## config.mk

```make
export PLATFORM = sky130hd
export DESIGN_NAME = tinsel_msg_redirect_accel
export DESIGN_NICKNAME = d
export VERILOG_FILES = /design/src/rtl/tinsel_msg_redirect_accel.sv
export SDC_FILE = /design/constraint.sdc
export NUM_CORES = 1
export LEC_CHECK = 0
export ABC_AREA = 1
export BUFFER_PORTS_ARGS = -buffer_cell sky130_fd_sc_hd__clkbuf_2
export CORE_ASPECT_RATIO = 0.6
export CORE_MARGIN = 3
export CORE_UTILIZATION = 55
export CTS_CLUSTER_DIAMETER = 60
export DETAILED_ROUTE_END_ITERATION = 10
export MAX_ROUTING_LAYER = met4
export PLACE_DENSITY_LB_ADDON = 0.08
export SLEW_MARGIN = 20
export SYNTH_ARGS = -nofsm -noshare
export SYNTH_HDL_FRONTEND = slang
export SYNTH_SLANG_ARGS = --single-unit
```

## constraint.sdc

```tcl
create_clock -name clk -period 7.2 [get_ports clk]
set_input_delay 0.36 -clock clk [delete_from_list [all_inputs] [get_ports clk]]
set_output_delay 0.36 -clock clk [all_outputs]
set_load 0.005 [all_outputs]
```

## src/rtl/tinsel_msg_redirect_accel.sv

```systemverilog
// tinsel_msg_redirect_accel: re-addresses each message to the destination carried in its head flit payload
module tinsel_msg_redirect_accel #(
  parameter int TILE_X      = 0,
  parameter int TILE_Y      = 0,
  parameter int FIFO_DEPTH  = 4,
  parameter int DROP_IDLE   = 0,
  parameter int MESH_X_BITS = 3,
  parameter int MESH_Y_BITS = 3,
  parameter int ADDR_BITS   = 16,
  parameter int FLIT_BITS   = 64
) (
  input  logic                              clk,
  input  logic                              rst_n,
  input  logic [MESH_X_BITS-1:0]            board_x,
  input  logic [MESH_Y_BITS-1:0]            board_y,
  input  logic [ADDR_BITS+FLIT_BITS+1:0]    in_data,
  input  logic                              in_valid,
  output logic                              in_ready,
  output logic [ADDR_BITS+FLIT_BITS+1:0]    out_data,
  output logic                              out_valid,
  input  logic                              out_ready,
  output logic [31:0]                       msg_count,
  output logic                              busy
);
  localparam int FW = ADDR_BITS + FLIT_BITS + 2;
  localparam int AW = $clog2(FIFO_DEPTH);
  localparam int CW = AW + 1;
  localparam logic [CW-1:0] DEPTH = FIFO_DEPTH[CW-1:0];

  typedef enum logic {HEAD, BODY} state_t;

  state_t               r_state;
  logic [FW-1:0]        r_mem [FIFO_DEPTH];
  logic [AW-1:0]        r_wr, r_rd;
  logic [CW-1:0]        r_cnt;
  logic [FW-1:0]        r_out;
  logic                 r_ov;
  logic [ADDR_BITS-1:0] r_dest;
  logic [31:0]          r_msgs;

  logic [FW-1:0]        w_h, w_xf;
  logic [FLIT_BITS-1:0] w_pl;
  logic                 w_push, w_pop, w_load, w_hs, w_idle, w_nf, w_unused;

  assign w_unused  = ^{board_x, board_y, TILE_X[0], TILE_Y[0]};
  assign w_h       = r_mem[r_rd];
  assign w_pl      = w_h[FLIT_BITS+1:2];
  assign w_nf      = w_h[1];
  // Idle tokens only mean anything between messages; inside a message they are data.
  assign w_idle    = w_h[0] && (r_state == HEAD);
  assign in_ready  = r_cnt < DEPTH;
  assign w_push    = in_valid && in_ready;
  assign w_hs      = r_ov && out_ready;
  assign w_pop     = (r_cnt != '0) && (!r_ov || out_ready);
  assign w_load    = w_pop && !(w_idle && DROP_IDLE != 0);
  assign w_xf      = w_idle ? w_h
                   : {(r_state == BODY) ? r_dest : w_pl[ADDR_BITS-1:0], w_pl, w_nf, 1'b0};
  assign out_data  = r_out;
  assign out_valid = r_ov;
  assign msg_count = r_msgs;
  assign busy      = (r_cnt != '0) || r_ov || (r_state == BODY);

  always_ff @(negedge clk)
    if (w_push) r_mem[r_wr] <= in_data;

  always_ff @(negedge clk) begin
    if (!rst_n) begin
      r_wr    <= '0;
      r_rd    <= '0;
      r_cnt   <= '0;
      r_ov    <= 1'b0;
      r_state <= HEAD;
      r_dest  <= '0;
      r_msgs  <= '0;
    end else begin
      r_wr  <= r_wr + AW'(w_push);
      r_rd  <= r_rd + AW'(w_pop);
      r_cnt <= r_cnt + CW'(w_push) - CW'(w_pop);
      r_ov  <= w_load || (r_ov && !out_ready);
      if (w_load) r_out <= w_xf;
      if (w_hs && !r_out[1] && !r_out[0]) r_msgs <= r_msgs + 32'd1;
      if (w_pop && !w_idle) begin
        r_state <= w_nf ? BODY : HEAD;
        if (r_state == HEAD) r_dest <= w_pl[ADDR_BITS-1:0];
      end
    end
  end
endmodule

```

=== Word level (Yosys, flattened, before mapping) ===
Memory sizes are Yosys's and may differ from the RTL's. A register that Yosys moved wholly into a read port is not among the register bits.
Index checks and enable logic that the tools add are counted.

* Add/subtract/negate cells: 5
* Magnitude comparators: 1
* Mux-type cells: 6
* Bitwise operators: 1
* Reduce and logical (&&, ||, !) cells: 19

{| class="wikitable"
|+ Operators with widths
! cell !! count
|-
| two-way mux 82 bit || 1
|-
| adder 32 x 1 -> 32 bit, second input constant || 1
|-
| two-way mux 16 bit || 1
|-
| logical AND 1 bit || 8
|-
| logical NOT 1 bit || 5
|-
| adder 2 x 1 -> 2 bit || 2
|-
| logical OR 1 bit || 4
|-
| adder 3 x 1 -> 3 bit || 1
|-
| < comparator 3 bit, second input constant || 1
|-
| two-way mux 1 bit || 3
|-
| nonzero test 3 bit || 1
|-
| subtractor 3 x 1 -> 3 bit || 1
|-
| two-way mux 2 bit || 1
|-
| AND reduction 2 bit || 1
|-
| inverter 1 bit || 1
|}

* Register bits after elaboration: 139
* Memory bits (writable): 328
* Input port bits: 92
* Output and inout bits: 117
* Word-level logic and storage cells: 42
* Memories: 1

{| class="wikitable"
|+ Memory list
! memory !! depth !! width !! read ports !! clocked after memory_dff !! write ports !! line !! text
|-
| r_mem || 4 || 82 || 1 || 1 || 1 || 33 || <nowiki>logic [FW-1:0] r_mem [FIFO_DEPTH];</nowiki>
|}

=== Depth between registers and ports, before layout ===
* Word-level depth: 5
* Gate-level depth with buffers: 11
* Mapped depth without buffers: 10

==> impl_metrics.py <==
metrics = {
    "timing": {
        "finalSetupViolCount": 0,
        "rsz0062_at_grt": "no",
        "slew_viol_final": 0,
        "tightest_slew_ns": 1.04,
        "hold_viol_final": 0,
        "skew_ns": 0.0321,
        "hold_ws_ns": 0.475,
        "relSlewSlack": 0.306,
        "fin_ws_ns": 1.14,
    },
    "placed_design": {
        "dp_cells": 1983,
        "hpwl_um": 22500,
        "place_ws_ns": 1.24,
        "place_congestion": 0.858,
        "numPortBuffers": 202,
    },
    "hold_path": {
        "hp-class": "reg2reg",
        "hold_start": "r_dest[5]",
    },
    "global_route": {
        "antenna_found_initial": 5,
        "grt_pass1_wl_um": 67600,
        "grt_use_met1": 0.318,
        "grt.met2_usage": 0.375,
        "grt_max_degree": 96,
        "use_met3": 0.105,
        "grt_pass1_vias": 13800,
        "top_usage_layer": "met2",
        "grt_util_all_layers": 0.255,
        "overflow": 0,
    },
    "clocking": {
        "clockBufferDepth": 3,
        "numCtsBuffers": 44,
        "clock_sinks": 467,
        "cts.root.buffer_cell": "clkbuf_16",
        "holdBufCountCts": 0,
        "post_cts_buffers": 0,
        "path_clk_slew_ns": 0.03,
        "cts_resized": 0,
        "clk_latency_ns": 0.62,
        "cts_tree": "done",
        "h-tree-depth": 2,
    },
    "logic_synthesis": {
        "synth-seq-cells": 467,
        "yosysTopAreaCellShare": 0.689,
        "ys_warn_count": 0,
        "synth_cells": 1421,
        "synth_common_cells": "edfxtp_1, nand2_1, nor2_1",
        "avgSynthCellArea_um2": 12.6,
        "ys_types": 31,
        "synth_edf_count": 410,
        "yosysMostFrequentCell": "edfxtp_1",
        "synth_fp_nets": 1517,
        "yosys.area.top_type": "edfxtp_1",
        "seq_area_frac_synth": 0.753,
        "synth.area.top_cells": "edfxtp_1, dfxtp_1, nand2_1, nor2_1, o21ai_0",
        "synthFlopType": "edfxtp_1",
        "async_flop_share": 0,
        "synth_area_um2": 17900,
    },
    "critical_path": {
        "crit_chain": "inv_2, nand3_1, clkbuf_2",
        "crit_slowest_cell": "dfxtp_1",
        "path_delay_family": "flip-flops",
        "setup.worst_path.end_class": "output pin",
        "worstPathMaxFanout": 18,
        "r2r_start": "r_rd[0]",
        "crit_type": "reg2out",
        "arrival_ns": 5.70,
        "critPathLaunch": "r_state",
        "critPathBufInv": 2,
        "startpoint_type": "register",
        "crit_required_ns": 6.84,
        "slowest_delay_ns": 0.78,
    },
    "cells_and_area": {
        "n_fill_cell": 2309,
        "drive_gt1_frac": 0.145,
        "multi_input_area_um2": 3960,
        "layoutNonFillerInstCount": 2535,
        "area_delta_synth_final_pct": 26.8,
        "final_nets": 2175,
        "regArea_um2": 13500,
    },
    "die": {
        "rows": 50,
        "boundaryPins": 209,
        "die_w_um": 239,
        "die_height_um": 146,
        "core_um2": 31600,
        "die_area_um2": 34700,
        "initial_utilization": 0.565,
    },
    "pwr": {
        "seqPwrFrac": 0.397,
        "report.power.total_mw": 9.28,
        "power_frac_clock": 0.382,
        "peakVddDrop_mv": 0.272,
        "p_leak_nw": 10.1,
        "switching_share": 0.351,
        "internal_power_mw": 6.02,
        "powerDensity_nw_per_um2": 410,
        "power_frac_comb": 0.222,
        "p_sw_mw": 3.26,
    },
    "route": {
        "drt_wl_total_um": 42500,
        "drc": 0,
        "ant_nets": 0,
        "wl_per_cell_um": 16.8,
        "vias_per_cell": 5.19,
        "drtPass1Iterations": 6,
        "vias": 13200,
        "dr.first_iter.drc_count": 978,
    },
    "run_status": {
        "status": "complete, no violations",
    },
    "job": {
        "cap_violations": 0,
    },
}
[stage by stage]
| stage | area (µm²) | TNS, ns | util |
|---|---|---|---|
| 2_1_floorplan | 17900 | -188.55 | - |
| 3_3_place_gp | 19300 | 0 | 0.611 |
| 3_5_place_dp | 19300 | 0 | 0.611 |
| 4_1_cts | 22600 | 0 | 0.716 |
| 5_1_grt | 22600 | 0 | 0.717 |
| 6_report | 22600 | 0 | 0.717 |
[flip-flops by register name, summed over array words and instances, names as in the netlist]
signal / cells
r_state: 1
r_rd: 2
out_data: 82
r_cnt: 3
r_mem: 328
r_wr: 2
msg_count: 32
r_dest: 16
out_valid: 1
[power by group through the flow]
| stage | clock (mW) | combinational [mW] | sequential [mW] |
|---|---|---|---|
| 3_5_place_dp | 0.385 | 2.05 | 3.71 |
| 2_1_floorplan | 0.385 | 1.31 | 3.72 |
| 6_report | 3.54 | 2.06 | 3.68 |
| 5_1_grt | 4.02 | 2.29 | 3.71 |
| 4_1_cts | 3.65 | 2.07 | 3.69 |
| 3_3_place_gp | 0.385 | 2.01 | 3.71 |
[layout by cell type, fill, tap and decap left out, drive strengths merged]
cell type / count
nand3b: 1
o21bai: 16
clkbuf: 248
diode: 5
clkinv: 1
nor2: 234
inv: 524
and3: 1
dfxtp: 57
a21oi: 33
nand3: 80
clkinvlp: 9
xor2: 10
and2: 17
xnor2: 1
buf: 14
o22ai: 64
fa: 1
o21ai: 136
bufinv: 10
nand2: 234
nor3b: 3
ha: 3
edfxtp: 410
nor3: 6
nand4: 1
[path summary, 6_finish.rpt]
kind / depth (start not counted) / endpoint / slack, ns
setup reg to reg: 6 / out_data[66] / 4.56
hold / removal: 2 / r_dest[5] / 0.47
hold reg to reg: 2 / r_dest[5] / 0.47
setup / recovery: 3 / busy / 1.14
[worst reg2reg max path, delay by kind of cell (launching register included)]
family,cells,cell delay [ns]
AO/OA/AOI/OAI,2,0.46
AND/OR/NAND/NOR,2,0.21
flip-flops,1,0.35
buffers and inverters,2,1.48
[routing by layer]
layer  share of wire  up-vias
li1                -     6379
met1            0.43     6228
met2            0.48      508
met3           0.081       46
met4           0.011        0
met5               0        -
[layout make-up]
class,count,area share
diodes,5,0.000553
clock buffers,46,0.0508
clock inverters,502,0.0965
inverters,42,0.00707
multi-input cells,841,0.175
flip-flops and latches,467,0.595
well taps,416,0.0230
repair buffers,216,0.0526
[cell families (layout without fill, tap and decap cells)]
family,after synthesis,count (layout),share of synthesized area
flip-flops,467,467,0.753
AO/OA/AOI/OAI,249,249,0.0765
buffers and inverters,113,806,0.0281
adder cells (fa/ha/maj),4,4,0.00322
other,0,5,0
XOR/XNOR,11,11,0.00539
AND/OR/NAND/NOR,577,577,0.134
(Power assumes the default switching activity.)
